--- config.mk ---
export PLATFORM = sky130hd
export DESIGN_NAME = dmem_lsu_flat
export DESIGN_NICKNAME = d
export VERILOG_FILES = /design/src/rtl/dmem_lsu_pkg.sv /design/src/rtl/dmem_lsu_if.sv /design/src/rtl/dmem_lsu_align.sv /design/src/rtl/dmem_lsu.sv /design/src/flat_wrapper.sv
export SDC_FILE = /design/constraint.sdc
export NUM_CORES = 1
export LEC_CHECK = 0
export CELL_PAD_IN_SITES_DETAIL_PLACEMENT = 0
export CELL_PAD_IN_SITES_GLOBAL_PLACEMENT = 1
export CORE_MARGIN = 4
export CORE_UTILIZATION = 32
export CTS_CLUSTER_DIAMETER = 50
export DETAILED_ROUTE_END_ITERATION = 6
export GPL_ROUTABILITY_DRIVEN = 0
export PLACE_DENSITY = 0.82
export SLEW_MARGIN = 0
export SYNTH_ARGS = -nofsm -noshare
export SYNTH_HDL_FRONTEND = slang
export SYNTH_SLANG_ARGS = --single-unit
--- constraint.sdc ---
create_clock -name clk -period 2.15 [get_ports clk]
set_clock_uncertainty 0.2 [all_clocks]
set_input_delay 0.43 -clock clk [delete_from_list [all_inputs] [get_ports clk]]
set_output_delay 0.43 -clock clk [all_outputs]
set_load 0.005 [all_outputs]
--- src/rtl/dmem_lsu_pkg.sv ---
// Shared definitions for the data-memory load/store unit: funct3 encodings,
// FSM state type and memory word geometry.
package dmem_lsu_pkg;

    localparam int WORD_BYTES = 4;

    localparam logic [2:0] F3_B  = 3'b000;
    localparam logic [2:0] F3_H  = 3'b001;
    localparam logic [2:0] F3_W  = 3'b010;
    localparam logic [2:0] F3_BU = 3'b100;
    localparam logic [2:0] F3_HU = 3'b101;

    typedef enum logic [2:0] {
        S_IDLE,
        S_LOAD,
        S_MERGE,
        S_WRITE,
        S_RESP
    } lsu_state_t;

endpackage

--- src/rtl/dmem_lsu_if.sv ---
// Request, response and data-memory signals of the load/store unit.
// The slave modport is the LSU's view; master is the surrounding pipeline/memory.
interface dmem_lsu_if #(
    parameter int ADDR_W = 32
);
    logic              req_valid;
    logic              req_ready;
    logic              req_we;
    logic [2:0]        req_funct3;
    logic [ADDR_W-1:0] req_addr;
    logic [31:0]       req_wdata;

    logic              resp_valid;
    logic              resp_ready;
    logic [31:0]       resp_rdata;
    logic              resp_err;

    logic [ADDR_W-1:0] mem_addr;
    logic              mem_we;
    logic [31:0]       mem_wdata;
    logic [31:0]       mem_rdata;

    modport slave (
        input  req_valid, req_we, req_funct3, req_addr, req_wdata,
        input  resp_ready, mem_rdata,
        output req_ready, resp_valid, resp_rdata, resp_err,
        output mem_addr, mem_we, mem_wdata
    );

    modport master (
        output req_valid, req_we, req_funct3, req_addr, req_wdata,
        output resp_ready, mem_rdata,
        input  req_ready, resp_valid, resp_rdata, resp_err,
        input  mem_addr, mem_we, mem_wdata
    );

endinterface

--- src/rtl/dmem_lsu_align.sv ---
// Big-endian sub-word datapath: load extraction with sign/zero extension and
// read-modify-write merging of byte/halfword stores into the addressed word.
module dmem_lsu_align
    import dmem_lsu_pkg::*;
(
    input  logic [2:0]  i_funct3,
    input  logic [31:0] i_rdata,
    input  logic [31:0] i_wdata,
    output logic [31:0] o_load_data,
    output logic [31:0] o_merge_data
);

    always_comb begin
        // NOTE: every output gets a default first so no path can infer a latch.
        o_load_data  = i_rdata;
        o_merge_data = i_wdata;
        case (i_funct3)
            F3_B: begin
                o_load_data  = {{24{i_rdata[31]}}, i_rdata[31:24]};
                o_merge_data = {i_wdata[7:0], i_rdata[23:0]};
            end
            F3_H: begin
                o_load_data  = {{16{i_rdata[31]}}, i_rdata[31:16]};
                o_merge_data = {i_wdata[15:0], i_rdata[15:0]};
            end
            F3_BU: o_load_data = {24'b0, i_rdata[31:24]};
            F3_HU: o_load_data = {16'b0, i_rdata[31:16]};
            default: ;
        endcase
    end

endmodule

--- src/rtl/dmem_lsu.sv ---
// Load/store initiator for a byte-addressed big-endian data memory: one request
// at a time, fault checks at accept, RMW for sub-word stores, held response.
module dmem_lsu
    import dmem_lsu_pkg::*;
#(
    parameter int ADDR_W      = 32,
    parameter int MEM_BYTES   = 512,
    parameter int ALIGN_CHECK = 1
) (
    input  logic       clk,
    input  logic       rst,
    dmem_lsu_if.slave  bus
);

    localparam logic [ADDR_W-1:0] LAST_ADDR = ADDR_W'(MEM_BYTES - WORD_BYTES);

    lsu_state_t        r_state;
    logic [2:0]        r_funct3;
    logic [31:0]       r_wdata;
    logic              r_req_ready;
    logic              r_resp_valid;
    logic [31:0]       r_resp_rdata;
    logic              r_resp_err;
    logic [ADDR_W-1:0] r_mem_addr;
    logic              r_mem_we;
    logic [31:0]       r_mem_wdata;

    logic              w_f3_ok;
    logic              w_misalign;
    logic              w_err;
    logic [31:0]       w_load_data;
    logic [31:0]       w_merge_data;

    // Unsigned sub-word funct3 codes exist only for loads.
    always_comb begin
        w_f3_ok    = 1'b0;
        w_misalign = 1'b0;
        case (bus.req_funct3)
            F3_B:  w_f3_ok = 1'b1;
            F3_H: begin
                w_f3_ok    = 1'b1;
                w_misalign = bus.req_addr[0];
            end
            F3_W: begin
                w_f3_ok    = 1'b1;
                w_misalign = |bus.req_addr[1:0];
            end
            F3_BU: w_f3_ok = !bus.req_we;
            F3_HU: begin
                w_f3_ok    = !bus.req_we;
                w_misalign = bus.req_addr[0];
            end
            default: ;
        endcase
    end

    assign w_err = !w_f3_ok || (bus.req_addr > LAST_ADDR) || ((ALIGN_CHECK != 0) && w_misalign);

    dmem_lsu_align u_align (
        .i_funct3     (r_funct3),
        .i_rdata      (bus.mem_rdata),
        .i_wdata      (r_wdata),
        .o_load_data  (w_load_data),
        .o_merge_data (w_merge_data)
    );

    // NOTE: non-blocking assignments for all state so every register samples pre-edge values.
    always_ff @(posedge clk or negedge rst) begin
        if (!rst) begin
            r_state      <= S_IDLE;
            r_funct3     <= '0;
            r_wdata      <= '0;
            r_req_ready  <= 1'b1;
            r_resp_valid <= 1'b0;
            r_resp_rdata <= '0;
            r_resp_err   <= 1'b0;
            r_mem_addr   <= '0;
            r_mem_we     <= 1'b0;
            r_mem_wdata  <= '0;
        end else begin
            case (r_state)
                S_IDLE: begin
                    if (bus.req_valid) begin
                        r_funct3    <= bus.req_funct3;
                        r_wdata     <= bus.req_wdata;
                        r_req_ready <= 1'b0;
                        if (w_err) begin
                            r_state      <= S_RESP;
                            r_resp_valid <= 1'b1;
                            r_resp_err   <= 1'b1;
                            r_resp_rdata <= '0;
                        end else if (!bus.req_we) begin
                            r_state    <= S_LOAD;
                            r_mem_addr <= bus.req_addr;
                        end else if (bus.req_funct3 == F3_W) begin
                            r_state     <= S_WRITE;
                            r_mem_addr  <= bus.req_addr;
                            r_mem_we    <= 1'b1;
                            r_mem_wdata <= bus.req_wdata;
                        end else begin
                            r_state    <= S_MERGE;
                            r_mem_addr <= bus.req_addr;
                        end
                    end
                end
                S_LOAD: begin
                    r_state      <= S_RESP;
                    r_resp_rdata <= w_load_data;
                    r_resp_valid <= 1'b1;
                    r_mem_addr   <= '0;
                end
                S_MERGE: begin
                    r_state     <= S_WRITE;
                    r_mem_wdata <= w_merge_data;
                    r_mem_we    <= 1'b1;
                end
                S_WRITE: begin
                    r_state      <= S_RESP;
                    r_mem_we     <= 1'b0;
                    r_mem_addr   <= '0;
                    r_mem_wdata  <= '0;
                    r_resp_valid <= 1'b1;
                    r_resp_rdata <= '0;
                end
                S_RESP: begin
                    if (bus.resp_ready) begin
                        r_state      <= S_IDLE;
                        r_resp_valid <= 1'b0;
                        r_resp_err   <= 1'b0;
                        r_resp_rdata <= '0;
                        r_req_ready  <= 1'b1;
                    end
                end
                default: begin
                    r_state     <= S_IDLE;
                    r_req_ready <= 1'b1;
                end
            endcase
        end
    end

    assign bus.req_ready  = r_req_ready;
    assign bus.resp_valid = r_resp_valid;
    assign bus.resp_rdata = r_resp_rdata;
    assign bus.resp_err   = r_resp_err;
    assign bus.mem_addr   = r_mem_addr;
    assign bus.mem_we     = r_mem_we;
    assign bus.mem_wdata  = r_mem_wdata;

endmodule

--- src/flat_wrapper.sv ---
// flat-port wrapper written by rule: the top's interface ports become plain ports
module dmem_lsu_flat import dmem_lsu_pkg::*;
#(
    parameter int ADDR_W      = 32,
    parameter int MEM_BYTES   = 512,
    parameter int ALIGN_CHECK = 1
)
  (clk, rst, bus_req_valid, bus_req_we, bus_req_funct3, bus_req_addr, bus_req_wdata, bus_resp_ready, bus_mem_rdata, bus_req_ready, bus_resp_valid, bus_resp_rdata, bus_resp_err, bus_mem_addr, bus_mem_we, bus_mem_wdata);
  dmem_lsu_if #(.ADDR_W(ADDR_W)) bus_i ();
  input  logic clk;
  input  logic rst;
  input wire logic [$bits(bus_i.req_valid)-1:0] bus_req_valid;
  input wire logic [$bits(bus_i.req_we)-1:0] bus_req_we;
  input wire logic [$bits(bus_i.req_funct3)-1:0] bus_req_funct3;
  input wire logic [$bits(bus_i.req_addr)-1:0] bus_req_addr;
  input wire logic [$bits(bus_i.req_wdata)-1:0] bus_req_wdata;
  input wire logic [$bits(bus_i.resp_ready)-1:0] bus_resp_ready;
  input wire logic [$bits(bus_i.mem_rdata)-1:0] bus_mem_rdata;
  output wire logic [$bits(bus_i.req_ready)-1:0] bus_req_ready;
  output wire logic [$bits(bus_i.resp_valid)-1:0] bus_resp_valid;
  output wire logic [$bits(bus_i.resp_rdata)-1:0] bus_resp_rdata;
  output wire logic [$bits(bus_i.resp_err)-1:0] bus_resp_err;
  output wire logic [$bits(bus_i.mem_addr)-1:0] bus_mem_addr;
  output wire logic [$bits(bus_i.mem_we)-1:0] bus_mem_we;
  output wire logic [$bits(bus_i.mem_wdata)-1:0] bus_mem_wdata;
  assign bus_i.req_valid = bus_req_valid;
  assign bus_i.req_we = bus_req_we;
  assign bus_i.req_funct3 = bus_req_funct3;
  assign bus_i.req_addr = bus_req_addr;
  assign bus_i.req_wdata = bus_req_wdata;
  assign bus_i.resp_ready = bus_resp_ready;
  assign bus_i.mem_rdata = bus_mem_rdata;
  assign bus_req_ready = bus_i.req_ready;
  assign bus_resp_valid = bus_i.resp_valid;
  assign bus_resp_rdata = bus_i.resp_rdata;
  assign bus_resp_err = bus_i.resp_err;
  assign bus_mem_addr = bus_i.mem_addr;
  assign bus_mem_we = bus_i.mem_we;
  assign bus_mem_wdata = bus_i.mem_wdata;
  dmem_lsu #(.ADDR_W(ADDR_W), .MEM_BYTES(MEM_BYTES), .ALIGN_CHECK(ALIGN_CHECK)) u_core (.clk(clk), .rst(rst), .bus(bus_i));
endmodule
==> results.tsv, run 1 <==
stage	metric	value	unit
critical_path	cp_endpoint_kind	output port	
sta	setup_viols_final	0	
detailed_routing	drt_drc_violations_left	0	
placement	post-place-cells	1052	
global_routing	grt_antenna_before_repair	1	
logic_synthesis	synth_xor_area_share	0	%
power_and_ir_drop	power.sequential.fraction	34.6	%
sta	report.final.slew_viol_count	0	
cts	cts_max_path_buffers	2	
outcome	run_status	finished clean	
logic_synthesis	dominantRegCellSynth	dfrtp_1	
floorplanning	core_area	0.01965	sq mm
critical_path	regToRegSetupSlack	0.16	ns
cts	number_of_buffers_added_by_the_clock_tree_synthesis_step	17	
detailed_routing	drt_iter0_markers	180	
sta	layout_worst_path_cycle_share	96.08	%
logic_synthesis	synthAdderAreaFrac	0	%
sta	hold_violations	0	
sta	max_freq	0.4841	GHz
logic_synthesis	synthesized_netlist_net_count	685	
sta	finalSetupTns	0	ns
critical_path	r2r.worst_path.cells	5	
placement	hpwl	14.67	mm
logic_synthesis	synth.yosys.seq_area_share	53.56	%
hold_path	number_of_stages_on_the_worst_hold_path	3	
critical_path	cp.buffers_inverters	1	
hold_path	path_class_of_the_lowest_slack_min_delay_path	in -> reg	
critical_path	r2r-start	u_core.r_state[0]$_DFFE_PN0P_	
critical_path	worstSetupPathDepth	1	
sta	max_slew.worst_pin.slew	0.6828	ns
global_routing	grt_usage	17.97	%
power_and_ir_drop	power	0.01072	W
power_and_ir_drop	power.static_leakage	4.461	nW
finish	final_layout_size_suffix_gt1_share	19.37	%
sta	slew_headroom	54.47	%
critical_path	crit_path_max_incr_delay	0.53	ns
detailed_routing	route.antenna.remaining_nets	0	
floorplanning	die_h	150.0	um
sta	final_layout_worst_hold_slack	0.1409	ns
critical_path	worst-endpoint-arrival	1.44	ns
critical_path	start_kind	flip-flop	
finish	area_growth_syn_to_fin	52.09	%
power_and_ir_drop	pwr-share-comb	34.2	%
critical_path	critical-path-top-delay-family	flip-flops	
finish	finalNetCount	912	
logic_synthesis	synthesis.instances	581	
cts	cts.clk_slew.worst_paths	0.06	ns
power_and_ir_drop	net_switching_component_of_the_power	0.003257	W
logic_synthesis	yosysUniqueCellTypes	38	
global_routing	global_route.usage.met3	3.816	%
critical_path	critPathKind	reg -> out	
critical_path	reg2reg_to	u_core.r_wdata[0]$_DFFE_PN0P_	
global_routing	globalRouteMet2Util	27.82	%
finish	final_design_utilization	49.91	%
power_and_ir_drop	p_clk_share	31.2	%
finish	layout.cells.most_common	clkdlybuf4s50_1	
detailed_routing	vias_per_cell	4.817	
power_and_ir_drop	internal-power	0.007467	W
hold_path	hold_path.startpoint	bus_req_addr[0]	
finish	layout_common_cells	clkdlybuf4s50_1 (168), dfrtp_1 (137), nand2_1 (88)	
detailed_routing	drt_pass1_iterations	4	
sta	final.min_clock_period	2.066	ns
finish	non_filler_cells_in_the_finished_layout	1087	
logic_synthesis	ys_seq_elements	138	
critical_path	timing.critical_path.required	1.52	ns
cts	clockRootBuffer	clkbuf_16	
power_and_ir_drop	max-vdd-ir-drop	0.5884	mV
detailed_routing	route.vias.total	5236	
logic_synthesis	synth.mux.area_fraction	18.95	%
detailed_routing	avgRoutedWirePerCell	18.53	um
logic_synthesis	synth_warnings	0	
floorplanning	start_util	32.82	%
sta	rsz0062_at_grt	false	
logic_synthesis	synth_compound_gate_area_share	11.58	%
placement	port_buffers	203	
global_routing	maximum_number_of_pins_on_one_net_before_global_route_repair	49	
floorplanning	top_level_ports	204	
critical_path	cp_max_fo	2	
logic_synthesis	synth_simple_gate_area_share	12.14	%
critical_path	cp_slowest_cell	dfstp_2	
global_routing	gr-max-usage-layer	met2	
cts	clk_lat_worst_skew	0.41	ns
logic_synthesis	synth-async-reset-ratio	100.0	%
logic_synthesis	post_synthesis_area_per_instance	11.10	sq um
floorplanning	std_cell_rows	51	
global_routing	grt_first_pass_wirelength	30.79	mm
logic_synthesis	synthesis.area	0.006450	sq mm
critical_path	path_cells	clkdlybuf4s50_1	
finish	layout.filler_cells	1863	
power_and_ir_drop	sw_frac_of_total	30.37	%
global_routing	global_route.overflow_total	0	
flow_run	timing.max_cap.violations	0	
detailed_routing	wirelength	20.14	mm
logic_synthesis	dominant_combinational_cell_family_by_area_after_synthesis	multiplexers	
cts	maximum_level_of_the_cts_h_tree	4	
floorplanning	die_area	0.02249	sq mm
global_routing	gr-usage-met1	25.65	%
global_routing	first_global_vias	5308	
logic_synthesis	synth_edf_count	0	
hold_path	hold_end	u_core.bus.mem_addr[0]$_DFFE_PN0P_	
cts	tritoncts_clock_tree	done	
cts	clock_sink_count	138	
floorplanning	die_w	150.0	um
power_and_ir_drop	power.density	1093	mW/mm^2
[metal layers]
layer	part of all wire, %	vias up
met5	0	-
met4	1.1	0
met3	5.3	14
met2	47	144
met1	46	2585
li1	-	2493
[synthesized netlist by cell type, drive strengths merged, types with 9 or more instances]
cell type,instances,share of area (%)
clkbuf,21,1.2
a22o,9,1.2
mux2,65,11
o2bb2ai,15,2.0
nand2b,9,0.87
mux2i,49,7.6
inv,15,0.87
nand2,88,5.1
and2,23,2.2
buf,17,1.7
nor2b,16,1.6
dfrtp,137,53
o21ai,64,5.0
[flip-flops by register name (all words and copies together), names as in the netlist]
signal                 flops
u_core.bus.mem_wdata      32
u_core.r_funct3            3
u_core.bus.resp_err        1
u_core.bus.resp_valid      1
u_core.bus.mem_addr       32
u_core.bus.req_ready       1
u_core.bus.mem_we          1
u_core.r_state             3
u_core.bus.resp_rdata     32
u_core.r_wdata            32
[cell families after synthesis]
| logic type | after synthesis |
|---|---|
| compound gates | 112 |
| buf+inv | 53 |
| flops | 138 |
| mux | 114 |
| simple gates | 164 |
[final cells by class]
cell class                      count  area, sq um  area share (%)
Sequential cell                   138         3455           35.22
Multi-Input combinational cell    390         2839           28.94
Timing Repair Buffer              246         2452           25.00
Clock buffer                       17        425.4           4.337
Tap cell                          265        331.6           3.380
Clock inverter                     15        247.7           2.526
Inverter                           15        56.30          0.5740
Antenna cell                        1        2.502         0.02551
[power groups by stage]
| stage | clock, W | combinational (W) | sequential, W |
|---|---|---|---|
| after detailed placement | 0 | 0.00372 | 0.00375 |
| after global routing | 0.00351 | 0.00402 | 0.00380 |
| final | 0.00334 | 0.00367 | 0.00371 |
| after global placement | 0 | 0.00368 | 0.00374 |
| after floorplan | 0 | 0.00201 | 0.00366 |
| after CTS | 0.00341 | 0.00372 | 0.00372 |
[worst max path at each step]
stage	to	from	slack [ns]
floorplan	u_core.bus.mem_wdata[0]$_DFFE_PN0P_	bus_req_funct3[2]	-0.04
global placement	u_core.bus.resp_rdata[2]$_DFFE_PN0P_	bus_req_addr[13]	-0.69
detailed placement	u_core.bus.resp_rdata[2]$_DFFE_PN0P_	bus_req_addr[13]	-0.68
CTS	u_core.bus.mem_wdata[18]$_DFFE_PN0P_	bus_req_addr[16]	0.002
global route	u_core.bus.resp_rdata[23]$_DFFE_PN0P_	bus_req_addr[23]	0.007
finish	bus_req_ready	u_core.bus.req_ready$_DFFE_PN1P_	0.08
[timing repair]
| item | in CTS | in global routing |
|---|---|---|
| pin swaps | 12 | 9 |
| hold buffers | 1 | 0 |
| buffers inserted | 3 | 0 |
| gates cloned | 1 | 0 |
| gates resized for setup | 42 | 19 |
| endpoints found under the setup margin | 101 | 72 |
| endpoints found under the hold margin | 42 | 0 |
[per-stage QoR]
stage | area (sq um) | worst slack [ns]
2_1_floorplan | 6452 | -0.04286
3_3_place_gp | 9092 | -0.6896
3_5_place_dp | 9092 | -0.6817
4_1_cts | 9816 | 0.001517
5_1_grt | 9809 | 0.006625
6_report | 9809 | 0.08427
Power figures use the tool's default switching activity.
==> inputs of run 2 (changes only) <==
--- a/config.mk
+++ b/config.mk
@@ -5,6 +5,7 @@
 export SDC_FILE = /design/constraint.sdc
 export NUM_CORES = 1
 export LEC_CHECK = 0
+export ABC_CLOCK_PERIOD_IN_PS = 2150
 export CELL_PAD_IN_SITES_DETAIL_PLACEMENT = 0
 export CELL_PAD_IN_SITES_GLOBAL_PLACEMENT = 1
 export CORE_MARGIN = 4
==> results of run 2 <==
No change in the layout: final DEF, timing and power equal those of run 1.
